## src/rtl/fifo_wptr_full.sv

```systemverilog
// fifo_wptr_full: write-domain pointer, Gray publish, read-pointer sync and full/level status for an async FIFO.
module fifo_wptr_full #(
    parameter int ADDRSIZE  = 4,
    parameter int AF_MARGIN = 2
) (
    input  logic                wclk,
    input  logic                wrst_n,
    input  logic                winc,
    input  logic [ADDRSIZE:0]   rptr,
    output logic [ADDRSIZE:0]   wptr,
    output logic [ADDRSIZE-1:0] waddr,
    output logic                wfull,
    output logic                walmost_full,
    output logic [ADDRSIZE:0]   wlevel,
    output logic                woverflow
);
    localparam int DEPTH = 1 << ADDRSIZE;
    localparam logic [ADDRSIZE:0] AF_TH = (ADDRSIZE+1)'(DEPTH - AF_MARGIN);

    logic [ADDRSIZE:0] wq1_rptr_q, wq2_rptr_q, wbin_q, wbin_d, wptr_q, wptr_d, wlevel_q, wlevel_d, rbin_s;
    logic              wfull_q, wfull_d, walmost_full_q, walmost_full_d, woverflow_q, woverflow_d;

    // Status is computed from the next pointer so an accepted write shows up after one edge.
    always_comb begin
        for (int i = 0; i <= ADDRSIZE; i++) rbin_s[i] = ^(wq2_rptr_q >> i);
        wbin_d         = wbin_q + {{ADDRSIZE{1'b0}}, winc & ~wfull_q};
        wptr_d         = (wbin_d >> 1) ^ wbin_d;
        wlevel_d       = wbin_d - rbin_s;
        wfull_d        = wptr_d == {~wq2_rptr_q[ADDRSIZE:ADDRSIZE-1], wq2_rptr_q[ADDRSIZE-2:0]};
        walmost_full_d = wlevel_d >= AF_TH;
        woverflow_d    = woverflow_q | (winc & wfull_q);
    end

    always_ff @(posedge wclk or negedge wrst_n) begin
        if (!wrst_n) begin
            wq1_rptr_q     <= '0;
            wq2_rptr_q     <= '0;
            wbin_q         <= '0;
            wptr_q         <= '0;
            wlevel_q       <= '0;
            wfull_q        <= 1'b0;
            walmost_full_q <= 1'b0;
            woverflow_q    <= 1'b0;
        end else begin
            wq1_rptr_q     <= rptr;
            wq2_rptr_q     <= wq1_rptr_q;
            wbin_q         <= wbin_d;
            wptr_q         <= wptr_d;
            wlevel_q       <= wlevel_d;
            wfull_q        <= wfull_d;
            walmost_full_q <= walmost_full_d;
            woverflow_q    <= woverflow_d;
        end
    end

    assign wptr         = wptr_q;
    assign waddr        = wbin_q[ADDRSIZE-1:0];
    assign wfull        = wfull_q;
    assign walmost_full = walmost_full_q;
    assign wlevel       = wlevel_q;
    assign woverflow    = woverflow_q;
endmodule
```

## config.mk

```make
export PLATFORM = sky130hd
export DESIGN_NAME = fifo_wptr_full
export DESIGN_NICKNAME = d
export VERILOG_FILES = /design/src/rtl/fifo_wptr_full.sv
export SDC_FILE = /design/constraint.sdc
export NUM_CORES = 1
export LEC_CHECK = 0
export ABC_AREA = 1
export CAP_MARGIN = 15
export CORE_MARGIN = 4
export CORE_UTILIZATION = 50
export CTS_CLUSTER_DIAMETER = 50
export DETAILED_ROUTE_END_ITERATION = 8
export GPL_TIMING_DRIVEN = 0
export PLACE_DENSITY = 0.87
export SYNTH_ARGS = -nofsm -noshare
export SYNTH_HDL_FRONTEND = slang
export SYNTH_SLANG_ARGS = --single-unit
```

## constraint.sdc

```tcl
create_clock -name wclk -period 2.8 [get_ports wclk]
set_input_delay 0.56 -clock wclk [delete_from_list [all_inputs] [get_ports wclk]]
set_output_delay 0.56 -clock wclk [all_outputs]
set_load 0.01 [all_outputs]
```

==> reports/qor.yml <==
detailroute.via_count: 972
final_period_minus_worst_setup_slack_ns: 2.64
post_detailed_route_wirelength_per_cell_um: 12.6
clock-root-buffer: "sky130_fd_sc_hd__clkbuf_4"
cts.sink_count: 27
finalHoldViolCount: 0
placement.io_buffers: 24
dp_cells: 189
ctsResizeCount: 0
synth_warnings: 0
layout.cells.most_common: "sky130_fd_sc_hd__nand2_1"
drt_wl_total_um: 2450
tritoncts: "done"
worst_pin_slew_ns: 0.604
finClkSkew_ns: 0.00440
drcViolationCount: 0
wire_length_of_the_first_global_routing_pass_um: 4070
post_cts_hold_buffer_count: 0
finish.utilization_pct: 65.4
run_status: "finished, final reports clean"
leakagePower_uw: 0.000833
timing.critical_path.to_type: "register"
die_width_um: 59.3
power_density_nw_per_um2: 1120
layout_worst_path_cycle_share_pct: 94.3
drt_first_iter_violations: 5
synth.yosys.seq_area_share_pct: 51.4
cts_setup_buffers: 0
totalNegativeSetupSlack_ns: 0
core_area_um2: 2500
ant_nets: 0
initial_antenna_violation_count: 0
clock_tree.buffer_depth: 2
min-delay-path-class: "register to register"
synth.avg_cell_area_um2: 9.74
clk_latency_ns: 0.32
die-height_um: 59.3
worst_ep_required_time_ns: 3.03
vdd_drop_max_mv: 0.687
syn-instance-count: 135
max_cap_violations: 0
slew_violations: 0
via_per_inst: 5.01
syn2layout_area_growth_pct: 24.3
r2r_setup_slack_ns: 0.38
netlist-cell-type-count: 25
power.clock.fraction_pct: 8.8
post_route_cells_drive_above_1_share_pct: 18.3
h-tree-depth: 1
setup.worst_path.class: "primary input to register"
grt_pass1_vias: 1014
postSynthRegisterBits: 27
slew_headroom_pct: 59.6
grt.total_usage_pct: 15.6
power.net_switching_uw: 779
routabilityCongestion: 0.749
critical_path_peak_fanout: 5
finish.net_count: 179
setup_viol: 0
grt_start_max_net_pins: 28
n_antenna_cell: 0
inserted_clock_buffers: 3
layout.cells.non_filler: 194
clk_pin_slew_ns: 0.13
fmax_mhz: 379
num-fill-cells: 197
post-dp-hpwl_um: 1900
setup_repair_after_global_routing_missed_its_margin: "false"
combPwrFrac_pct: 58.6
layout_common_cells: "sky130_fd_sc_hd__nand2_1 (32), sky130_fd_sc_hd__dfrtp_1 (27), sky130_fd_sc_hd__clkdlybuf4s50_1 (24)"
power.share.sequential_pct: 32.6
drt_first_pass_iters: 5
floorplan.rows: 18
cp.arrival_ns: 2.87
floorplan.die_area_um2: 3510
startpoint_type: "primary input"
initial_utilization_pct: 52.6
p_int_uw: 1060
netlist_area_um2: 1320
floorplan.io_pins: 25
grt.overflow.total: 0
syn_nets: 149
power.switching_fraction_pct: 42.4
## worst paths after layout
check | startpoint | end | cells after the start
setup / recovery | winc | walmost_full | 17
hold / removal | wq1_rptr_q[0] | wq2_rptr_q[0] | 0
setup reg to reg | wq2_rptr_q[4] | walmost_full | 16
hold reg to reg | wq1_rptr_q[0] | wq2_rptr_q[0] | 0
max in group asynchronous | wrst_n | wptr[0] | 2
min in group asynchronous | wrst_n | wbin_q[3] | 1
## layout make-up
cell class                 instances  area (µm²)  area share, %
timing repair buffer              25         255           15.6
inverter                          22        82.6           5.05
tap                               30        37.5           2.30
multi-input combinational         85         549           33.6
buffer                             1        7.51          0.459
clock buffer                       4        26.3           1.61
sequential                        27         676           41.3
## stage by stage
step	cell area [µm²]	worst slack (ns)	hold WS [ns]	power [µW]
after global placement	1590	-0.143	0.331	1630
after floorplan	1320	0.531	0.264	1280
after detailed placement	1590	-0.204	0.336	1680
final	1630	0.158	0.367	1840
after CTS	1620	0.158	0.367	1850
after global routing	1630	0.000225	0.381	2010
## state kept, by name, indices dropped and copies added, names as in the netlist
| register | flops |
|---|---|
| wptr | 4 |
| wbin_q | 5 |
| wq2_rptr_q | 5 |
| wq1_rptr_q | 5 |
| woverflow | 1 |
| walmost_full | 1 |
| wfull | 1 |
| wlevel | 5 |
## critical path: stages
cell and delay (ns):
sky130_fd_sc_hd__clkdlybuf4s50_1 0.48, sky130_fd_sc_hd__inv_1 0.04, sky130_fd_sc_hd__nor2_1 0.12, sky130_fd_sc_hd__ha_1 0.26
sky130_fd_sc_hd__ha_1 0.31, sky130_fd_sc_hd__inv_2 0.06, sky130_fd_sc_hd__nand2_1 0.07, sky130_fd_sc_hd__nand2_2 0.10
sky130_fd_sc_hd__ha_1 0.34, sky130_fd_sc_hd__nand2_1 0.08, sky130_fd_sc_hd__inv_1 0.05, sky130_fd_sc_hd__nor2_1 0.08
sky130_fd_sc_hd__nand2_1 0.07, sky130_fd_sc_hd__nand2_1 0.05, sky130_fd_sc_hd__nand3_1 0.06, sky130_fd_sc_hd__nand2_1 0.08
sky130_fd_sc_hd__nand2_1 0.05
## layer usage
layer	vias up	routed length, µm	global-route usage [%]	share of wire (%)
met5	-	0	0	0
met4	0	71	11.3	2.9
met3	11	112	2.40	4.6
met2	38	1240	25.4	51
met1	449	1030	18.5	42
li1	474	-	-	-
## cells in the mapped netlist, drive strengths merged
library cell	instances	share of area, %
a21o	1	0.57
nand3	15	7.6
nand2	45	16
clkinv	1	0.29
fa	1	1.5
nand4	3	1.9
a21oi	1	0.38
inv	21	6.0
nor2	6	1.9
nand3b	1	0.57
o21bai	1	0.57
ha	5	4.8
nor3	1	0.38
buf	1	0.57
and2	1	0.48
dfrtp	27	51
xor2	4	4.7
## cell families (layout without fill, tap and decap cells)
kind of cell               Yosys count  after routing  synth area share [%]
and+or+nand+nor                     72             72                  29.3
DFF                                 27             27                  51.4
adders and majority gates            6              6                  6.28
AOI/OAI and AO/OA                    3              3                  1.52
buffers and inverters               23             52                  6.85
xor gates and xnor gates             4              4                  4.66
## power groups by stage
| stage | clock, µW | sequential (µW) | combinational, µW |
|---|---|---|---|
| final | 162 | 599 | 1080 |
| after detailed placement | 0 | 607 | 1070 |
| after global routing | 183 | 613 | 1210 |
| after global placement | 0 | 596 | 1030 |
| after CTS | 167 | 600 | 1080 |
| after floorplan | 0 | 657 | 619 |
(Power assumes the default switching activity.)
